--- config.mk ---
export PLATFORM = sky130hd
export DESIGN_NAME = button_cmd
export DESIGN_NICKNAME = d
export VERILOG_FILES = /design/src/rtl/button_cmd_pkg.sv /design/src/rtl/debounce_key.sv /design/src/rtl/button_cmd.sv
export SDC_FILE = /design/constraint.sdc
export NUM_CORES = 1
export LEC_CHECK = 0
export CORE_AREA = 2 2 115 117
export DETAILED_ROUTE_END_ITERATION = 10
export DIE_AREA = 0 0 117 119
export GPL_TIMING_DRIVEN = 0
export PLACE_DENSITY = 0.63
export SYNTH_ARGS = -nofsm -noshare
export SYNTH_HDL_FRONTEND = slang
export SYNTH_HIERARCHICAL = 1
export SYNTH_SLANG_ARGS = --single-unit
--- constraint.sdc ---
create_clock -name clock -period 1.91 [get_ports clock]
set_clock_uncertainty 0.15 [all_clocks]
set_input_delay 0.382 -clock clock [delete_from_list [all_inputs] [get_ports clock]]
set_output_delay 0.382 -clock clock [all_outputs]
set_load 0.05 [all_outputs]
--- src/rtl/button_cmd_pkg.sv ---
// Shared command codes, debounce state encoding and default timing for the
// four-button command front end.
package button_cmd_pkg;

   localparam logic [7:0] CMD_MUTE = 8'h00;
   localparam logic [7:0] CMD_PLAY = 8'h01;
   localparam logic [7:0] CMD_SKIP = 8'h02;
   localparam logic [7:0] CMD_STOP = 8'h03;
   localparam logic [7:0] CMD_IDLE = 8'hFF;

   // 20 ms of stable samples at 50 MHz
   localparam int DEBOUNCE_CYCLES_DEFAULT = 1000000;

   typedef enum logic [2:0] {
      ARM_WAIT     = 3'd0,
      IDLE         = 3'd1,
      PRESS_WAIT   = 3'd2,
      HELD         = 3'd3,
      RELEASE_WAIT = 3'd4
   } deb_state_t;

   function automatic logic [7:0] cmd_code(input logic [1:0] idx);
      logic [7:0] code;
      case (idx)
         2'd0:    code = CMD_MUTE;
         2'd1:    code = CMD_PLAY;
         2'd2:    code = CMD_SKIP;
         2'd3:    code = CMD_STOP;
         default: code = CMD_IDLE;
      endcase
      return code;
   endfunction

endpackage

--- src/rtl/debounce_key.sv ---
// One button: 2-flop synchronizer into a debounce FSM that reports the
// debounced level and a single-cycle press event.
module debounce_key
   import button_cmd_pkg::*;
#(
   parameter int DEBOUNCE_CYCLES = DEBOUNCE_CYCLES_DEFAULT
)
(
   input  logic clock,
   input  logic reset_n,
   input  logic key_n,
   output logic level,
   output logic press_pulse
);

   localparam int              CW       = $clog2(DEBOUNCE_CYCLES + 1);
   localparam logic [CW-1:0]   CNT_ZERO = {CW{1'b0}};
   localparam logic [CW-1:0]   CNT_ONE  = CW'(1);
   localparam logic [CW-1:0]   CNT_LAST = CW'(DEBOUNCE_CYCLES - 1);

   logic          sync1_r;
   logic          sync2_r;
   logic          pressed_s;
   deb_state_t    state_r;
   deb_state_t    state_s;
   logic [CW-1:0] count_r;
   logic [CW-1:0] count_s;
   logic          pulse_s;
   logic          level_s;
   logic          level_r;

   // Synchronizer flops idle at 1 so reset looks like a released key.
   always_ff @(posedge clock or negedge reset_n) begin
      if (!reset_n) begin
         sync1_r <= 1'b1;
         sync2_r <= 1'b1;
      end else begin
         sync1_r <= key_n;
         sync2_r <= sync1_r;
      end
   end

   assign pressed_s = ~sync2_r;

   // State, counter and debounced level registers.
   always_ff @(posedge clock or negedge reset_n) begin
      if (!reset_n) begin
         state_r <= ARM_WAIT;
         count_r <= CNT_ZERO;
         level_r <= 1'b0;
      end else begin
         state_r <= state_s;
         count_r <= count_s;
         level_r <= level_s;
      end
   end

   // Next-state logic; the press event fires on the transition into HELD.
   always_comb begin
      state_s = state_r;
      count_s = count_r;
      pulse_s = 1'b0;
      case (state_r)
         ARM_WAIT: begin
            if (pressed_s) begin
               count_s = CNT_ZERO;
            end else if (count_r == CNT_LAST) begin
               state_s = IDLE;
               count_s = CNT_ZERO;
            end else begin
               count_s = count_r + CNT_ONE;
            end
         end
         IDLE: begin
            if (pressed_s) begin
               state_s = PRESS_WAIT;
               count_s = CNT_ZERO;
            end else begin
               count_s = CNT_ZERO;
            end
         end
         PRESS_WAIT: begin
            if (!pressed_s) begin
               state_s = IDLE;
               count_s = CNT_ZERO;
            end else if (count_r == CNT_LAST) begin
               state_s = HELD;
               count_s = CNT_ZERO;
               pulse_s = 1'b1;
            end else begin
               count_s = count_r + CNT_ONE;
            end
         end
         HELD: begin
            if (!pressed_s) begin
               state_s = RELEASE_WAIT;
               count_s = CNT_ZERO;
            end else begin
               count_s = CNT_ZERO;
            end
         end
         RELEASE_WAIT: begin
            if (pressed_s) begin
               state_s = HELD;
               count_s = CNT_ZERO;
            end else if (count_r == CNT_LAST) begin
               state_s = IDLE;
               count_s = CNT_ZERO;
            end else begin
               count_s = count_r + CNT_ONE;
            end
         end
         default: begin
            state_s = ARM_WAIT;
            count_s = CNT_ZERO;
         end
      endcase
   end

   assign level_s     = (state_s == HELD) || (state_s == RELEASE_WAIT);
   assign level       = level_r;
   assign press_pulse = pulse_s;

endmodule

--- src/rtl/button_cmd.sv ---
// Four debounced buttons feeding a pending register and a fixed-priority
// arbiter that issues one registered command code per cycle.
module button_cmd
   import button_cmd_pkg::*;
#(
   parameter int DEBOUNCE_CYCLES = DEBOUNCE_CYCLES_DEFAULT
)
(
   input  logic       clock,
   input  logic       reset_n,
   input  logic [3:0] key_n,
   output logic [7:0] bot,
   output logic [3:0] key_level,
   output logic       overrun
);

   logic [3:0] press_s;
   logic [3:0] level_s;
   logic [3:0] pending_r;
   logic [3:0] pending_s;
   logic [3:0] grant_s;
   logic [7:0] grant_code_s;
   logic [7:0] bot_r;
   logic       overrun_r;

   debounce_key #(.DEBOUNCE_CYCLES(DEBOUNCE_CYCLES)) u_key0 (
      .clock(clock), .reset_n(reset_n), .key_n(key_n[0]),
      .level(level_s[0]), .press_pulse(press_s[0])
   );
   debounce_key #(.DEBOUNCE_CYCLES(DEBOUNCE_CYCLES)) u_key1 (
      .clock(clock), .reset_n(reset_n), .key_n(key_n[1]),
      .level(level_s[1]), .press_pulse(press_s[1])
   );
   debounce_key #(.DEBOUNCE_CYCLES(DEBOUNCE_CYCLES)) u_key2 (
      .clock(clock), .reset_n(reset_n), .key_n(key_n[2]),
      .level(level_s[2]), .press_pulse(press_s[2])
   );
   debounce_key #(.DEBOUNCE_CYCLES(DEBOUNCE_CYCLES)) u_key3 (
      .clock(clock), .reset_n(reset_n), .key_n(key_n[3]),
      .level(level_s[3]), .press_pulse(press_s[3])
   );

   // Lowest-index pending button wins the single issue slot.
   always_comb begin
      grant_s      = 4'b0000;
      grant_code_s = CMD_IDLE;
      if (pending_r[0]) begin
         grant_s      = 4'b0001;
         grant_code_s = cmd_code(2'd0);
      end else if (pending_r[1]) begin
         grant_s      = 4'b0010;
         grant_code_s = cmd_code(2'd1);
      end else if (pending_r[2]) begin
         grant_s      = 4'b0100;
         grant_code_s = cmd_code(2'd2);
      end else if (pending_r[3]) begin
         grant_s      = 4'b1000;
         grant_code_s = cmd_code(2'd3);
      end else begin
         grant_s      = 4'b0000;
         grant_code_s = CMD_IDLE;
      end
   end

   // A new press on the button being issued re-arms its pending bit.
   assign pending_s = (pending_r & ~grant_s) | press_s;

   // Pending, command and sticky overrun registers.
   always_ff @(posedge clock or negedge reset_n) begin
      if (!reset_n) begin
         pending_r <= 4'b0000;
         bot_r     <= CMD_IDLE;
         overrun_r <= 1'b0;
      end else begin
         pending_r <= pending_s;
         bot_r     <= grant_code_s;
         overrun_r <= overrun_r | (|(press_s & pending_r));
      end
   end

   assign bot       = bot_r;
   assign key_level = level_s;
   assign overrun   = overrun_r;

endmodule
==> results of run 1 <==
[through the flow]
stage / TNS [ns] / cells / cell area [um2]
floorplan: 0 / 592 / 5866
global placement: -446.31 / 786 / 6266
detailed placement: -7.872 / 787 / 6295
CTS: -0.01490 / 814 / 6830
global route: -0.5183 / 827 / 7222
finish: 0 / 827 / 7222
[final cells by class]
cell class / count / area [um2]
Timing Repair Buffer: 47 / 417.9
Clock inverter: 2 / 60.06
Buffer: 30 / 212.7
Multi-Input combinational cell: 427 / 3141
Sequential cell: 112 / 2825
Inverter: 19 / 71.32
Tap cell: 176 / 220.2
Clock buffer: 14 / 274.0
Fill cell: 1143 / 5653
[critical path: stages (launching register included)]
cell and delay [ns]:
dfrtp_2 0.45, ha_4 0.18, and3_4 0.19, and4_4 0.15, a211o_1 0.29, buf_6 0.15, clkbuf_16 0.17, nor2_4 0.07
[synthesized netlist by cell type, drive strengths merged (8+ instances only)]
| master | n | area (um2) |
|---|---|---|
| a21oi | 12 | 60.06 |
| buf | 21 | 156.4 |
| clkbuf | 13 | 48.80 |
| dfrtp | 101 | 2527 |
| dfstp | 11 | 289.0 |
| inv | 19 | 71.32 |
| nand2 | 28 | 105.1 |
| nand3 | 28 | 157.7 |
| nand4 | 32 | 234.0 |
| nor2 | 85 | 319.1 |
| nor3 | 25 | 140.1 |
| nor3b | 11 | 97.60 |
| nor4 | 25 | 156.4 |
| o21ai | 17 | 96.35 |
| or3 | 8 | 50.05 |
| xnor2 | 35 | 306.5 |
| xor2 | 22 | 192.7 |
[registers in the layout, indices dropped and copies added (netlist names), 3 cells and up]
signal / cells
u_key1/state_r: 3
bot: 3
u_key1/count_r: 20
u_key0/state_r: 3
u_key0/count_r: 20
u_key2/state_r: 3
pending_r: 4
u_key3/count_r: 20
u_key3/state_r: 3
u_key2/count_r: 20
[what timing repair did]
action	CTS	global route
pin swaps	9	25
hold endpoints to repair	26	0
setup endpoints to repair	88	88
hold buffers	1	0
gates cloned	0	1
gates resized for setup	67	71
buffers inserted	11	15
[kinds of logic after synthesis]
kind of cell,Yosys count
fa+ha+maj,4
xor+xnor,57
buf+inv,53
compound gates,65
simple gates,298
flops,112
mux,3
[report_power, final]
part	internal (W)	switching [W]
combinational	0.000711	0.000908
sequential	0.00259	0.000232
clock	0.00126	0.000839
[path summary, 6_finish.rpt]
kind                       cells past startpoint  slack, ns                         from                           to
min in group asynchronous                      2       0.33                      reset_n  u_key3/state_r[0]$_DFF_PN0_
min reg2reg                                    0       0.20     u_key0/sync1_r$_DFF_PN1_     u_key0/sync2_r$_DFF_PN1_
max in group asynchronous                      3       0.57                      reset_n     u_key1/sync1_r$_DFF_PN1_
max                                            7       0.03  u_key3/count_r[0]$_DFF_PN0_  u_key3/count_r[0]$_DFF_PN0_
min                                            0       0.20     u_key0/sync1_r$_DFF_PN1_     u_key0/sync2_r$_DFF_PN1_
max reg2reg                                    7       0.03  u_key3/count_r[0]$_DFF_PN0_  u_key3/count_r[0]$_DFF_PN0_
[per-layer routing]
layer	vias to the layer above	routed length, um
li1	2238	-
met3	7	395
met1	2293	5433
met2	64	6199
met4	0	90
met5	-	0
==> results.md, run 1 <==
* Detailed Route WL at 12120 um
* Outcome: finished, final reports clean
* Final min period at 1.876 ns
* Max Cap Violations at 0
* Critical Path Fanout Max at 8
* Asr flop ratio synth at between 90% and 100%
* Number of synthesized flops with an enable pin at 0
* Hold Fails Final Rpt at 0
* FP Rows at 42
* Antenna diode count at 0
* Rel. slew slack at just under 70%
* RSZ-0062 raised after global routing: true
* First-pass DRT Iterations at 5
* Compound-gate portion of the synthesized area at 7.661%
* WS Path Type: flop to flop
* Clock slew at reported path FFs at 0.07 ns
* Largest net degree at the start of global routing at 85
* Tot Pwr at roughly 0.0065 W
* DR iter-0 viols at just over 400
* # DRC at 0
* Most common cell after layout, fill and taps aside: dfrtp_1
* Crit share post-route at 98.24%
* DIE AREA at 13920 um2
* Core Util, Final at 56.09%
* Syn Area/Cell at 9.904 um2
* Via density at 5.565
* Worst hold margin at 0.2001 ns
* Hold crit path type: flop to flop
* Final setup fails at 0
* Die Height at about 120 um
* Number of synthesized register bits at 112
* Main combinational cell family by area after synthesis: simple AND/OR/NAND/NOR gates
* CTS buffer count at 9
* DR vias at 4602
* Synthesized-area fraction occupied by and/or/nand/nor cells at 29.71%
* GR peak layer: met2
* Post-synthesis sequential area ratio at 48.04%
* Pre-CTS worst setup slack at -0.2827 ns
* Total global-route track usage at 18.13%
* PortBufs at 18
* Routed Antenna Nets at 0
* Root buf cell: clkbuf_16
* Clk_lat worst skew at 0.35 ns
* Clock sink total at roughly 110
* Multiplexer share of the synthesized area at less than 1%
* Post-synthesis xor/xnor area fraction at 8.515%
* Data arrival time of the worst path at 2.01 ns
* Final nets at about 660
* First-pass GRT wire length at about 20000 um
* Yosys Warn Count at 6
* Commonest non-fill, non-tap cells in the layout: dfrtp_1, nor2_1, xnor2_1
* TritonCTS clock tree: built
* Crit path launch type: flop
* GPL Wtd Cong at 0.8475
* Die width at 117 um
* Gate Count Post-Synth at 592
* Synth Area in Adders at less than 1%
* M3 GR Usage at 4.885%
* Starting Density at a little under half
* Area grow syn2layout at 23.18%
* Leak pwr at 2.831 nW
* CTS max path bufs at 2
* Syn nets at 602
* Antenna violations before repair at 0
* PwrDens at 905.6 nW/um2
* Hpwl dp at 7556 um
* Critical path capture point type: flop
* Layout cells sized above 1 at 26.88%
* Main synth FF type: dfrtp_1
* GRT overflow at 0
* Met2 Use GR at 29.80%
* Final Max Slew Viols at 0
* H-Tree Depth at 3
* Netlist cell types at 59
* # IOs at 19
* Number of global-route vias before repair at 4436
* Critical path required time at a little over 2 ns
* Slew @ Worst Pin at 0.4931 ns
* Per-cell routed wire length at 14.65 um
* Max VDD drop at ~750 uV
* Met1 GRT Util at 24.05%
* CORE AREA at 12870 um2
* F_max at 533.0 MHz
* Worst setup margin at around 0.034 ns
* Synthesized cell area at 5863 um2
No activity file was read; power rests on OpenSTA's default activity.
==> run 2, diff against run 1 <==
- CTS_CLUSTER_SIZE: unset -> 24
==> results of run 2 <==
Final layout, timing and power as in run 1 (identical DEF).
